==> src/rtl/fcs_pkg.sv <==
// fcs_pkg: shared definitions for the serial Ethernet FCS generator and checker.
//   CRC_POLY / CRC_INIT : default CRC-32 polynomial and start-of-frame register value
//   fcs_gen_state_t     : generator FSM states
//   crc32_step()        : one MSB-first CRC-32 step for a single input bit
package fcs_pkg;

    localparam logic [31:0] CRC_POLY = 32'h04C1_1DB7;
    localparam logic [31:0] CRC_INIT = 32'hFFFF_FFFF;

    typedef enum logic [1:0] {
        IDLE    = 2'd0,
        PAYLOAD = 2'd1,
        FCS     = 2'd2
    } fcs_gen_state_t;

    function automatic logic [31:0] crc32_step(input logic [31:0] crc, input logic d,
                                               input logic [31:0] poly = CRC_POLY);
        logic fb;
        fb = crc[31] ^ d;
        return {crc[30:0], 1'b0} ^ (fb ? poly : 32'h0);
    endfunction

endpackage

==> src/rtl/fcs_crc_serial.sv <==
// fcs_crc_serial: bit-serial CRC-32 register with init/step/hold control.
//   clk, reset   : clock, asynchronous active-high reset (register clears to 0)
//   init_i       : load INIT and step it with data_i (first bit of a frame)
//   step_i       : step the running CRC with data_i
//   data_i       : payload bit, MSB first
//   crc_next_o   : value the register takes at the next edge (includes data_i)
module fcs_crc_serial
    import fcs_pkg::*;
#(
    parameter logic [31:0] POLY = CRC_POLY,
    parameter logic [31:0] INIT = CRC_INIT
) (
    input  logic        clk,
    input  logic        reset,
    input  logic        init_i,
    input  logic        step_i,
    input  logic        data_i,
    output logic [31:0] crc_next_o
);

    logic [31:0] crc_q, crc_d;

    // init wins over step so a restart mid-frame discards the old remainder
    always_comb begin
        crc_d = crc_q;
        if (init_i) begin
            crc_d = crc32_step(INIT, data_i, POLY);
        end else if (step_i) begin
            crc_d = crc32_step(crc_q, data_i, POLY);
        end
    end

    assign crc_next_o = crc_d;

    always_ff @(posedge clk or posedge reset) begin
        if (reset) begin
            crc_q <= '0;
        end else begin
            crc_q <= crc_d;
        end
    end

endmodule

==> src/rtl/fcs_serial_gen.sv <==
// fcs_serial_gen: serial Ethernet FCS generator. Forwards a MSB-first payload with one
// cycle of latency and appends the complemented CRC-32 right after the last payload bit.
//   clk, reset       : clock, asynchronous active-high reset
//   start_of_frame   : marks the first payload bit on data_in
//   end_of_frame     : marks the last payload bit on data_in
//   data_in          : payload bit
//   fcs_corrupt      : (FCS_GEN_ERR_INJECT_EN only) invert FCS bits 31:30, sampled with EOF
//   ready            : input accepted; low while the FCS is shifted out
//   data_out         : registered payload or FCS bit
//   out_valid        : data_out carries a frame bit
//   out_sof          : data_out is the first payload bit
//   fcs_start        : data_out is FCS bit 31
//   out_eof          : data_out is FCS bit 0
// Build option: define FCS_GEN_ERR_INJECT_EN to add the fcs_corrupt error-injection port.
module fcs_serial_gen
    import fcs_pkg::*;
#(
    parameter logic [31:0] POLY = CRC_POLY,
    parameter logic [31:0] INIT = CRC_INIT
) (
    input  logic clk,
    input  logic reset,
    input  logic start_of_frame,
    input  logic end_of_frame,
    input  logic data_in,
`ifdef FCS_GEN_ERR_INJECT_EN
    input  logic fcs_corrupt,
`endif
    output logic ready,
    output logic data_out,
    output logic out_valid,
    output logic out_sof,
    output logic fcs_start,
    output logic out_eof
);

    fcs_gen_state_t state_q, state_d;
    logic [31:0]    fcs_sr_q, fcs_sr_d;
    logic [4:0]     cnt_q, cnt_d;
    logic           data_q, data_d;
    logic           valid_q, valid_d;
    logic           sof_q, sof_d;
    logic           fstart_q, fstart_d;
    logic           eof_q, eof_d;

    logic           accept_sof;
    logic           in_payload;
    logic           take_bit;
    logic [31:0]    crc_next;
    logic [31:0]    fcs_mask;

    assign ready      = (state_q != FCS);
    assign accept_sof = ready & start_of_frame;
    assign in_payload = (state_q == PAYLOAD);
    assign take_bit   = accept_sof | in_payload;

`ifdef FCS_GEN_ERR_INJECT_EN
    assign fcs_mask = fcs_corrupt ? 32'hC000_0000 : 32'h0;
`else
    assign fcs_mask = 32'h0;
`endif

    fcs_crc_serial #(
        .POLY (POLY),
        .INIT (INIT)
    ) u_crc (
        .clk        (clk),
        .reset      (reset),
        .init_i     (accept_sof),
        .step_i     (in_payload),
        .data_i     (data_in),
        .crc_next_o (crc_next)
    );

    always_comb begin
        state_d  = state_q;
        fcs_sr_d = fcs_sr_q;
        cnt_d    = cnt_q;
        data_d   = 1'b0;
        valid_d  = 1'b0;
        sof_d    = 1'b0;
        fstart_d = 1'b0;
        eof_d    = 1'b0;

        case (state_q)
            FCS: begin
                data_d   = fcs_sr_q[31];
                valid_d  = 1'b1;
                fstart_d = (cnt_q == 5'd31);
                eof_d    = (cnt_q == 5'd0);
                fcs_sr_d = {fcs_sr_q[30:0], 1'b0};
                cnt_d    = cnt_q - 5'd1;
                if (cnt_q == 5'd0) begin
                    state_d = IDLE;
                end
            end
            default: begin
                // IDLE and PAYLOAD: a SOF here also aborts any frame in progress
                if (take_bit) begin
                    data_d  = data_in;
                    valid_d = 1'b1;
                    sof_d   = accept_sof;
                    state_d = PAYLOAD;
                    if (end_of_frame) begin
                        fcs_sr_d = ~crc_next ^ fcs_mask;
                        cnt_d    = 5'd31;
                        state_d  = FCS;
                    end
                end
            end
        endcase
    end

    always_ff @(posedge clk or posedge reset) begin
        if (reset) begin
            state_q  <= IDLE;
            fcs_sr_q <= '0;
            cnt_q    <= '0;
            data_q   <= 1'b0;
            valid_q  <= 1'b0;
            sof_q    <= 1'b0;
            fstart_q <= 1'b0;
            eof_q    <= 1'b0;
        end else begin
            state_q  <= state_d;
            fcs_sr_q <= fcs_sr_d;
            cnt_q    <= cnt_d;
            data_q   <= data_d;
            valid_q  <= valid_d;
            sof_q    <= sof_d;
            fstart_q <= fstart_d;
            eof_q    <= eof_d;
        end
    end

    assign data_out  = data_q;
    assign out_valid = valid_q;
    assign out_sof   = sof_q;
    assign fcs_start = fstart_q;
    assign out_eof   = eof_q;

endmodule

==> config.mk <==
export PLATFORM = sky130hd
export DESIGN_NAME = fcs_serial_gen
export DESIGN_NICKNAME = d
export VERILOG_FILES = /design/src/rtl/fcs_pkg.sv /design/src/rtl/fcs_crc_serial.sv /design/src/rtl/fcs_serial_gen.sv
export SDC_FILE = /design/constraint.sdc
export NUM_CORES = 1
export LEC_CHECK = 0
export ABC_CLOCK_PERIOD_IN_PS = 3500
export CORE_MARGIN = 4
export CORE_UTILIZATION = 65
export CTS_CLUSTER_DIAMETER = 60
export DETAILED_ROUTE_END_ITERATION = 16
export PLACE_DENSITY = 0.82
export SYNTH_ARGS = -nofsm -noshare
export SYNTH_HDL_FRONTEND = slang
export SYNTH_SLANG_ARGS = --single-unit
==> constraint.sdc <==
create_clock -name clk -period 3.5 [get_ports clk]
set_input_delay 0.7 -clock clk [delete_from_list [all_inputs] [get_ports clk]]
set_output_delay 0.7 -clock clk [all_outputs]
set_load 0.01 [all_outputs]
# Word-level counts from Yosys, hierarchy flattened
# Index checks and enable logic that the tools add are counted.
dict set report word_totals {
  regBits 76
  input_bits 5
  output_inout_bits 6
  elab_cells 48
}
dict set report op_classes {
  addsub 1
  eq_ne 5
  mux 22
  bitwise 6
  n_reduce_logical 5
}
# operator n
set op_table {}
lappend op_table {{two-way mux 32 bit} 5}
lappend op_table {{two-way mux 27 bit} 2}
lappend op_table {{inverter 32 bit} 1}
lappend op_table {{bitwise XOR 32 bit} 1}
lappend op_table {{inverter 31 bit} 1}
lappend op_table {{two-way mux 5 bit} 3}
lappend op_table {{two-way mux 1 bit} 8}
lappend op_table {{two-way mux 2 bit} 4}
lappend op_table {{equality test 5 bit, second input constant} 1}
lappend op_table {{zero test 5 bit} 1}
lappend op_table {{subtractor 5 x 1 -> 5 bit, second input constant} 1}
lappend op_table {{inequality test 2 bit, second input constant} 2}
lappend op_table {{AND reduction 2 bit} 2}
lappend op_table {{nonzero test 2 bit} 2}
lappend op_table {{equality test 2 x 1 -> 1 bit, second input constant} 1}
lappend op_table {{equality test 2 bit, second input constant} 1}
lappend op_table {{AND 1 bit} 1}
lappend op_table {{OR 1 bit} 1}
lappend op_table {{bitwise XOR 1 bit} 1}

# Longest topological paths before layout
# Gate-level depths: netlist (run 1).
dict set report logic_depth {
  ltp_word 9
  mapped_depth 7
  mapped_depth_nobuf 6
}

# By module
# Synthesis (run 1) repeated with hierarchy kept, for this count alone.
dict set report hier_totals {
  cells_unflattened 344
  hier_area_um2 4062.6
}
# mod n_inst cells_per_inst area_each_um2 seq_area_each_um2
set by_module_without_submodules {}
lappend by_module_without_submodules {fcs_serial_gen 1 201 2371.0 1101.1}
lappend by_module_without_submodules {fcs_crc_serial 1 143 1691.6 800.8}

# Least setup slack after synthesis (run 1)
# Ideal clock, no wire load.
dict set report synth_timing {
  path_kind {input to register}
  startpoint {input port start_of_frame}
  endpoint {register u_crc.crc_q[15]}
  setup_ns 0.121
  arrival_time_ns 1.781
  required_time_ns 3.379
  path_slack_ns 1.598
  stages 6
  path_buffers 3
  path_cell_list {buf_2 > or2_1 > and2_1 > buf_2 > buf_2 > o22a_1}
}
dict set report synth_via {
  elab_chain_len 2
}
# item line
set synth_lines {}
lappend synth_lines {{start, declared} fcs_serial_gen.sv:23} ;# input logic start_of_frame,
lappend synth_lines {{AND 1 bit} fcs_serial_gen.sv:53} ;# assign accept_sof = ready & start_of_frame;
lappend synth_lines {{two-way mux 32 bit} fcs_crc_serial.sv:26} ;# if (init_i) begin
lappend synth_lines {{named net crc_next[15]} fcs_serial_gen.sv:49} ;# logic [31:0] crc_next;
lappend synth_lines {{end signal, assigned} fcs_crc_serial.sv:39} ;# crc_q <= crc_d;
lappend synth_lines {{end, declared} fcs_crc_serial.sv:21} ;# logic [31:0] crc_q, crc_d;
# The timed path passes the listed nets, and every way through them passes these cells.
# A chain may end at the register's enable or synchronous reset.

# Worst setup path after layout (run 1)
dict set report layout_timing {
  startpoint {input port start_of_frame}
  endpoint {register fcs_sr_q[6]}
}
dict set report layout_via {
  elab_chain_len 6
  word_cells_on_any_way 9
  classes_between {4 x mux; 3 x bitwise; 2 x reduce/logical}
}
# item line
set layout_lines {}
lappend layout_lines {{AND 1 bit *} fcs_serial_gen.sv:53}
lappend layout_lines {{two-way mux 32 bit} fcs_crc_serial.sv:26}
lappend layout_lines {{inverter 32 bit} fcs_serial_gen.sv:105} ;# fcs_sr_d = ~crc_next ^ fcs_mask;
lappend layout_lines {{two-way mux 32 bit} fcs_serial_gen.sv:104} ;# if (end_of_frame) begin
lappend layout_lines {{two-way mux 32 bit} fcs_serial_gen.sv:99} ;# if (take_bit) begin
lappend layout_lines {{two-way mux 32 bit} fcs_serial_gen.sv:85} ;# case (state_q)
lappend layout_lines {{end signal, assigned} fcs_serial_gen.sv:126} ;# fcs_sr_q <= fcs_sr_d;
lappend layout_lines {{end, declared} fcs_serial_gen.sv:38} ;# logic [31:0] fcs_sr_q, fcs_sr_d;
# Every way passes the cells marked *; elsewhere a longest branch is shown, timed or not. The select of a mux whose other input is x is not followed.

==> results of run 1 <==
## logic make-up (layout without fill, tap and decap cells)
| family | count (synthesis) | after routing |
|---|---|---|
| AOI/OAI and AO/OA | 136 | 136 |
| xor gates and xnor gates | 5 | 5 |
| adders and majority gates | 2 | 2 |
| buffers and inverters | 41 | 44 |
| DFF | 76 | 76 |
| muxes | 2 | 2 |
| and+or+nand+nor | 109 | 109 |
## critical path: cells and delay by family
| kind | cells | cell delay, ns |
|---|---|---|
| AND/OR/NAND/NOR | 1 | 0.89 |
| buffers and inverters | 1 | 0.80 |
| AO/OA/AOI/OAI | 2 | 0.56 |
## layout by cell type (no fill, tap or decap), drive strengths merged, types with 11 or more instances in the layout
cell	n
dfrtp	76
nor2	16
o22a	18
a21oi	11
o21ai	17
nand2b	14
nand2	39
a22o	24
a22oi	13
o221ai	16
## metal layers
metal	global-route usage (%)	share of wire (%)
met1	38.1	44
met2	39.5	46
met3	5.82	7.5
met4	12.1	2.2
met5	0	0
## area by class of cell
cell class,instances,area [µm²]
Fill cell,368,1460
Inverter,9,33.8
Clock inverter,6,111
Tap cell,72,90.1
Clock buffer,10,138
Multi-Input combinational cell,254,1660
Sequential cell,76,1900
Timing Repair Buffer,19,180
## power by group through the flow
stage          Clock, mW  Combinational [mW]  Sequential [mW]
2_1_floorplan          0                1.11             1.38
3_3_place_gp           0                1.30             1.48
3_5_place_dp           0                1.35             1.49
4_1_cts            0.831                1.36             1.48
5_1_grt            0.872                1.52             1.53
6_report           0.832                1.37             1.49
## through the flow
stage                     instances  hold slack [ns]  area, µm²
after global placement          430            0.475       3860
after detailed placement        430            0.483       3860
after global routing            446            0.523       4110
after CTS                       446            0.501       4110
after floorplan                 371            0.456       3760
final                           446            0.499       4110
## worst paths after layout
path                                 from           end  slack, ns  cells after the start
setup / recovery           start_of_frame   fcs_sr_q[6]       0.79                      4
hold / removal               fcs_sr_q[31]      data_out       0.50                      1
setup reg to reg               state_q[1]  fcs_sr_q[19]       0.88                      4
hold reg to reg              fcs_sr_q[31]      data_out       0.50                      1
max in group asynchronous           reset  fcs_sr_q[31]       2.45                      3
min in group asynchronous           reset  fcs_sr_q[27]       0.75                      3
## flip-flops by register name (all words and copies together), names as in the netlist
signal,flops
data_out,1
fcs_start,1
u_crc.crc_q,32
out_eof,1
out_valid,1
cnt_q,5
fcs_sr_q,32
state_q,2
out_sof,1
==> qor.txt, run 1 <==
Synth-to-Final Area Change - 9.27%
Post-synthesis adder-cell area fraction - 0.665%
Psw - 1.42 mW
Die W - 84.1 µm
Fmax - 369 MHz
Post-Syn Instances - 371
Lkg Pwr - 1.72 nW
Largest family of logic cells by synthesized area - compound AO/OA/AOI/OAI gates
Initial antenna violation count - 0
CTS buffer count - 9
Post-synthesis xor/xnor area fraction - 1.16%
Synth Flop Type - dfrtp_1
CP cell instances - clkdlybuf4s50_1 > or3b_1 > o221ai_1 > a22o_1
Top cells by count, synth - 76 x dfrtp_1, 39 x nand2_1, 24 x a22o_1
Worst slack at placement - 0.475 ns
DRC - 0
Logic gate share of total power - 37.2%
Largest net degree at the start of global routing - 77
Fin crit share - 77.5%
Post-DP HPWL - 5300 µm
Final core occ - 73.8%
Worst-margin pin slew - 1.03 ns
Pwr dens - 898 nW/µm²
First-pass GRT wire length - 15000 µm
Synthesized area per cell - 10.1 µm²
Post-synth top area share - 50.5%
Gr usage total - 26.8%
IO Pins - 11
Crit Path Category - input pin to register
Drt total wl - 8910 µm
Clk pwr share - 22.5%
Main area contributors after synthesis - dfrtp_1 51%, a22o_1 5.6%, o22a_1 4.2%
Clock Pin Slew Worst Setup and Hold Paths - 0.08 ns
Fin. max-slew vios - 0
Core area - 5570 µm²
Fraction of layout cells with a size suffix above 1 - 8.29%
Tot Pwr - 3.69 mW
Slowest-stage cell, CP - or3b_1
Setup-failing EPs final - 0
Most frequent cell after synthesis - dfrtp_1
Vias in the first global route - 3099
Seq/Total Area, Yosys - 50.5%
Crit path DAT - 2.95 ns
TritonRoute pass-1 iters - 5
Cell variety after synth - 44
Via/cell ratio - 7.01
Starting Density - 67.5%
Final Wtd Congestion - 0.829
Clk Latency, worst-skew pair - 0.36 ns
Clock Path Buffers - 2
H-tree Lvls - 3
HP Class - register to register
Area fraction in compound gates after synthesis - 27.5%
Die area - 7070 µm²
Starting DRC count in detailed routing - 342
Simple-gate share of the synthesized area - 14.2%
IO buf count - 10
Die height - 84.1 µm
Critical path peak fanout - 29
Synth Net Count - 378
Flops & latches, synth - 76
Dominant cell type by area after synthesis - dfrtp_1
Resized Gates After CTS - 0
Final hold vios - 0
Mapped Area - 3760 µm²
CTS tree - yes
Sw Share - 38.5%
Crit end category - register
Post-DRT Antenna Nets - 0
Max stage delay on crit path - 0.89 ns
Headroom to the max-slew limit - 31.0%
PnR worst setup slack - 0.789 ns
Post CTS Setup Buffer Count - 0
CP Data Required Time - 3.74 ns
Seq pwr share - 40.3%
Post-synth EDFFs - 0
Setup_tns - 0 ns
Ys async rst share - 100%
Max VDD drop - 0.596 mV
Num rows - 27
Synth Warn # - 0
RSZ-0062 raised after global routing - false
Clock skew - 0.0126 ns
Mux cell area share after synthesis - 0.532%
CTS root buffer - clkbuf_8
Post-CTS Hold Fix Bufs - 0
Fin crit period - 2.71 ns
Max cap viols - 0
Clock sink total - 76
GRT overflow - 0
Type of origin of the critical path - input pin
N_diodes - 0
Routed len/inst - 20.0 µm
Run status - complete, no violations
Internal power - 2.27 mW
Routed vias - 3128
Nets - 376
Power figures use the tool's default switching activity.
==> run 2: changes to the inputs <==
--- a/config.mk
+++ b/config.mk
@@ -5,12 +5,12 @@
 export SDC_FILE = /design/constraint.sdc
 export NUM_CORES = 1
 export LEC_CHECK = 0
-export ABC_CLOCK_PERIOD_IN_PS = 3500
+export ABC_CLOCK_PERIOD_IN_PS = 2710
 export CORE_MARGIN = 4
-export CORE_UTILIZATION = 65
+export CORE_UTILIZATION = 61
 export CTS_CLUSTER_DIAMETER = 60
 export DETAILED_ROUTE_END_ITERATION = 16
-export PLACE_DENSITY = 0.82
+export PLACE_DENSITY = 0.78
 export SYNTH_ARGS = -nofsm -noshare
 export SYNTH_HDL_FRONTEND = slang
 export SYNTH_SLANG_ARGS = --single-unit
==> constraint.sdc (replaced) <==
create_clock -name clk -period 2.71 [get_ports clk]
set_input_delay 0.542 -clock clk [delete_from_list [all_inputs] [get_ports clk]]
set_output_delay 0.542 -clock clk [all_outputs]
set_load 0.01 [all_outputs]
==> run 2 against run 1 <==
- global-route usage shrank 0.85 points
- core utilization shrank 4.4 points
- hold slack gained 0.0050 ns
- sequential cell count is the same
- clock skew shrank 0.0044 ns
- largest cell class unchanged
==> qor.txt, run 2 (synthesis gave the netlist of run 1 again) <==
Crit end category - primary output
Setup_tns - 0 ns (unchanged)
Type of origin of the critical path - register
Die W - 86.6 µm (+2.9%)
H-tree Lvls - 3 (unchanged)
Setup-failing EPs final - 0 (unchanged)
Starting Density - 63.2% (-4.3 points)
Most frequent cells in the layout - 76 x dfrtp_1, 39 x nand2_1, 24 x a22o_1, 18 x o22a_1
First-pass GRT wire length - 14900 µm (-0.96%)
CTS tree - yes
Max cap viols - 0 (unchanged)
Clk Latency, worst-skew pair - 0.35 ns (about the same)
Post CTS Setup Buffer Count - 0 (unchanged)
Synth-to-Final Area Change - 9.84%
N_diodes - 0 (unchanged)
Largest net degree at the start of global routing - 77 (unchanged)
RSZ-0062 raised after global routing - false
Crit Path Category - register to primary output
Clock Pin Slew Worst Setup and Hold Paths - 0.07 ns (about the same)
Run status - complete, no violations
Final hold vios - 0 (unchanged)
CP Data Required Time - 2.17 ns (-1.57 ns)
Headroom to the max-slew limit - 28.0% (-3.0 points)
Die area - 7490 µm² (+5.9%)
Final Wtd Congestion - 0.788 (-4.9%)
Drt total wl - 8870 µm (-0.48%)
TritonRoute pass-1 iters - 5 (unchanged)
Via/cell ratio - 6.62 (-5.7%)
CTS root buffer - clkbuf_8
Fin crit share - 85.8%
Initial antenna violation count - 0 (unchanged)
Hold Crit Start - fcs_sr_q[28]
Num rows - 28 (+3.7%)
Core area - 5960 µm² (+6.8%)
Gr usage total - 25.9% (-0.85 points)
Max stage delay on crit path - 0.58 ns (-0.31 ns)
Clock sink total - 76 (unchanged)
Sequential standard cell area - 1900 µm² (unchanged)
Slowest-stage cell, CP - dfrtp_1
Fmax - 430 MHz
Resized Gates After CTS - 0 (unchanged)
Pwr dens - 1140 nW/µm² (+27%)
GRT overflow - 0 (unchanged)
Max VDD drop - 0.805 mV (+35%)
HP Class - register to register
Post-CTS Hold Fix Bufs - 0 (unchanged)
Most common cell after layout, fill and taps aside - dfrtp_1
Fraction of layout cells with a size suffix above 1 - 9.23% (+0.95 points)
Smallest hold slack - 0.504 ns (+0.00496 ns)
CP cell instances - and2b_1 > inv_1 > clkdlybuf4s50_1
Critical path peak fanout - 14 (-52%)
IO buf count - 10 (unchanged)
Footprint of the multi-input gates - 1660 µm² (unchanged)
Launch point of the worst path - state_q[0]
Post-DRT Antenna Nets - 0 (unchanged)
Routed len/inst - 19.5 µm (-2.2%)
Lkg Pwr - 1.74 nW (+1.0%)
Crit path DAT - 1.78 ns (-1.17 ns)
Post-DP HPWL - 5560 µm (+4.8%)
Starting DRC count in detailed routing - 234 (-32%)
Number of fillers in the final layout - 476 (+29%)
Die height - 86.6 µm (+2.9%)
Clock skew - 0.00821 ns (-0.00440 ns)
Fin crit period - 2.32 ns
CTS buffer count - 9 (unchanged)
Clock Path Buffers - 2 (unchanged)
DRC - 0 (unchanged)
Vias in the first global route - 2925 (-5.6%)
Fin. max-slew vios - 0 (unchanged)
Largest registers - fcs_sr_q (32), u_crc.crc_q (32), cnt_q (5)
Reg2reg start - state_q[0]
IO Pins - 11 (unchanged)
Worst-margin pin slew - 1.08 ns (+0.0433 ns)
Routed vias - 3004 (-4.0%)
Nets - 381 (+1.3%)
-- run 2: cell types whose count changed in the layout (fill, tap and decap cells not counted) --
cell | before | now
clkbuf_1 | 0 | 1
buf_4 | 8 | 12
buf_12 | 1 | 2
clkinvlp_4 | 1 | 0
clkinv_4 | 1 | 0
clkinv_2 | 1 | 3
bufinv_16 | 3 | 2
-- run 2: through the flow --
step                      cells  setup WS (ns)  util (%)  cell area, µm²  total power, mW
after floorplan             371          0.230         -            3760             3.21
after global placement      438          0.298      65.8            3920             3.67
after detailed placement    438          0.213      65.8            3920             3.74
after CTS                   454          0.376      69.4            4140             4.70
after global routing        454          0.259      69.4            4140             5.03
final                       454          0.385      69.4            4140             4.70
-- run 2: final timing paths --
path / to / slack [ns] / cells after the start
setup / recovery: ready / 0.39 / 3
hold / removal: fcs_sr_q[29] / 0.50 / 2
setup reg to reg: cnt_q[3] / 0.46 / 4
hold reg to reg: fcs_sr_q[29] / 0.50 / 2
max in group asynchronous: cnt_q[4] / 1.81 / 3
min in group asynchronous: u_crc.crc_q[7] / 0.60 / 3
-- run 2: area by class of cell --
class / count / area share (%)
clock buffers: 11 / 3.42
clock inverters: 5 / 1.82
inverters: 9 / 0.817
multi-input cells: 254 / 40.1
flip-flops and latches: 76 / 46.0
well taps: 75 / 2.27
repair buffers: 24 / 5.57
-- run 2: critical path, delay by kind of cell (launching register included) --
kind | cells | cell delay [ns]
flip-flops | 1 | 0.58
AND/OR/NAND/NOR | 1 | 0.24
buffers and inverters | 2 | 0.62
-- run 2: routing by layer --
metal / global-route usage [%] / wire length (µm) / vias to the layer above
li1: - / - / 1379
met1: 35.7 / 3980 / 1520
met2: 41.0 / 4320 / 90
met3: 4.28 / 401 / 15
met4: 10.8 / 165 / 0
met5: 0 / 0 / -
-- run 2: where the power goes --
part	total [mW]	leakage, nW	internal [mW]	switching, mW
Combinational	1.88	0.737	0.803	1.08
Clock	0.940	0.113	0.539	0.400
Sequential	1.88	0.888	1.54	0.342
==> run 3: changes to the inputs <==
--- a/config.mk
+++ b/config.mk
@@ -6,11 +6,11 @@
 export NUM_CORES = 1
 export LEC_CHECK = 0
 export ABC_CLOCK_PERIOD_IN_PS = 2710
-export CORE_MARGIN = 4
-export CORE_UTILIZATION = 61
+export CORE_MARGIN = 5
+export CORE_UTILIZATION = 30
 export CTS_CLUSTER_DIAMETER = 60
 export DETAILED_ROUTE_END_ITERATION = 16
-export PLACE_DENSITY = 0.78
+export PLACE_DENSITY = 0.44
 export SYNTH_ARGS = -nofsm -noshare
 export SYNTH_HDL_FRONTEND = slang
 export SYNTH_SLANG_ARGS = --single-unit
==> run 3 against run 2 <==
- power increased by 7.2%
- first-iteration DRC count shrank 23%
- clock power increased by 32%
- maximum frequency rose by 4.0%
- wire length rose by 12%
- sequential power about the same
- via count is 3.8% lower
- highest routed layer unchanged
==> qor.txt, run 3 (synthesis gave the netlist of run 1 again) <==
Clock sink total - 76 (unchanged)
Crit end category - primary output
Logic gate share of total power - 38.2% (-1.8 points)
RSZ-0062 raised after global routing - false
CP Data Required Time - 2.17 ns (about the same)
IO Pins - 11 (unchanged)
Die area - 14900 µm² (+99%)
Post CTS Setup Buffer Count - 0 (unchanged)
Clock Pin Slew Worst Setup and Hold Paths - 0.06 ns (about the same)
Fin crit share - 82.5% (-3.3 points)
Worst-margin pin slew - 0.998 ns (-0.0798 ns)
Design area - 4400 µm² (+6.3%)
Gr usage total - 14.7% (-11 points)
Vias in the first global route - 2967 (+1.4%)
Core area - 12500 µm² (+110%)
Via/cell ratio - 5.20 (-21%)
Starting Density - 30.2% (-33 points)
DP Area - 4090 µm² (+4.4%)
Post-Route M1 WL - 4820 µm (+21%)
Post-DP HPWL - 6490 µm (+17%)
Post-CTS Hold Fix Bufs - 0 (unchanged)
Synth-to-Final Area Change - 16.7%
Max cap viols - 0 (unchanged)
Final Wtd Congestion - 0.789 (+0.13%)
Headroom to the max-slew limit - 33.3% (+5.3 points)
HP Class - register to register
Largest registers - fcs_sr_q (32), u_crc.crc_q (32), cnt_q (5)
Fmax - 447 MHz (+4.0%)
Clk Latency, worst-skew pair - 0.34 ns (about the same)
N_diodes - 0 (unchanged)
Routed len/inst - 17.8 µm (-8.7%)
Setup-failing EPs final - 0 (unchanged)
Clk pwr share - 24.6% (+4.6 points)
Sw Share - 37.7% (-0.99 points)
H-tree Lvls - 3 (unchanged)
Max stage delay on crit path - 0.55 ns (-0.03 ns)
Final core occ - 35.3% (-34 points)
Starting DRC count in detailed routing - 181 (-23%)
Nets - 386 (+1.3%)
TritonRoute pass-1 iters - 5 (unchanged)
Drt total wl - 9920 µm (+12%)
Clock skew - 0.00469 ns (-0.00352 ns)
Post-DRT Antenna Nets - 0 (unchanged)
CTS tree - yes
CTS buffer count - 9 (unchanged)
PnR worst setup slack - 0.475 ns (+0.0903 ns)
CTS root buffer - clkbuf_16
GRT overflow - 0 (unchanged)
Reg2reg start - state_q[1]
Max VDD drop - 0.683 mV (-15%)
Most common cell after layout, fill and taps aside - dfrtp_1
IO buf count - 10 (unchanged)
Most frequent cells in the layout - 76 x dfrtp_1, 39 x nand2_1, 24 x a22o_1, 18 x o22a_1
First-pass GRT wire length - 16700 µm (+12%)
Fin. max-slew vios - 0 (unchanged)
Pwr dens - 1150 nW/µm² (+0.81%)
Crit Path Category - register to primary output
DR WL met3 - 467 µm (+16%)
Clock Path Buffers - 2 (unchanged)
Critical path peak fanout - 14 (unchanged)
Final hold vios - 0 (unchanged)
Internal power - 3.13 mW (+8.9%)
Resized Gates After CTS - 0 (unchanged)
Initial antenna violation count - 0 (unchanged)
DRC - 0 (unchanged)
CP cell instances - buf_4 > and2b_1 > inv_1 > clkdlybuf4s50_1
Psw - 1.90 mW (+4.4%)
Die height - 122 µm (+41%)
Die W - 122 µm (+41%)
Launch point of the worst path - state_q[0]
Largest net degree at the start of global routing - 32 (-58%)
Slowest-stage cell, CP - clkdlybuf4s50_1
Type of origin of the critical path - register
Top sig layer - met4
Fin crit period - 2.23 ns (-0.0903 ns)
Fraction of layout cells with a size suffix above 1 - 10.4% (+1.2 points)
Worst slack at placement - 0.231 ns (+0.0180 ns)
Hold Crit Start - fcs_sr_q[0]
Lkg Pwr - 1.80 nW (+3.8%)
DR WL met2 - 4520 µm (+4.7%)
Crit path DAT - 1.69 ns (-0.09 ns)
Routed vias - 2891 (-3.8%)
Run status - complete, no violations
Seq pwr share - 37.2% (-2.8 points)
Num rows - 41 (+46%)
Setup_tns - 0 ns (unchanged)
-- run 3: cell types whose count changed in the layout (fill, tap and decap cells not counted) --
cell        delta
buf_12         +1
buf_4          +4
bufinv_16      -1
clkbuf_16      +9
clkbuf_8       -8
clkinvlp_4     +1
inv_2          -1
-- run 3: through the flow --
stage	power, mW	instances	hold slack (ns)
final	5.03	556	0.497
after global routing	5.41	556	0.534
after CTS	5.09	556	0.494
after detailed placement	3.83	540	0.474
after global placement	3.81	540	0.474
after floorplan	3.21	371	0.456
-- run 3: critical path: cells and delay by family (launching register included) --
family	cells	cell delay, ns
buffers and inverters	3	0.83
flip-flops	1	0.32
AND/OR/NAND/NOR	1	0.21
-- run 3: area by class of cell --
cell class	count	area, µm²
clock buffers	12	256
repair buffers	29	280
well taps	172	215
multi-input cells	254	1660
fillers	1305	8070
flip-flops and latches	76	1900
clock inverters	4	47.5
inverters	9	35.0
-- run 3: layer usage --
layer | vias to the layer above | global-route usage [%]
li1 | 1387 | -
met1 | 1444 | 20.4
met2 | 49 | 22.0
met3 | 11 | 4.50
met4 | 0 | 4.34
met5 | - | 0
-- run 3: final timing paths --
path / endpoint / slack (ns) / cells past startpoint
hold reg to reg: fcs_sr_q[0] / 0.50 / 1
hold / removal: fcs_sr_q[0] / 0.50 / 1
max in group asynchronous: fcs_sr_q[9] / 1.52 / 3
setup / recovery: ready / 0.48 / 4
setup reg to reg: cnt_q[3] / 0.81 / 5
min in group asynchronous: fcs_sr_q[19] / 0.53 / 2
-- run 3: power groups by stage --
| stage | sequential, mW | combinational (mW) | clock, mW |
|---|---|---|---|
| 4_1_cts | 1.87 | 1.95 | 1.27 |
| 6_report | 1.87 | 1.92 | 1.24 |
| 5_1_grt | 1.92 | 2.16 | 1.33 |
| 3_3_place_gp | 1.88 | 1.93 | 0 |
| 2_1_floorplan | 1.78 | 1.43 | 0 |
| 3_5_place_dp | 1.88 | 1.94 | 0 |
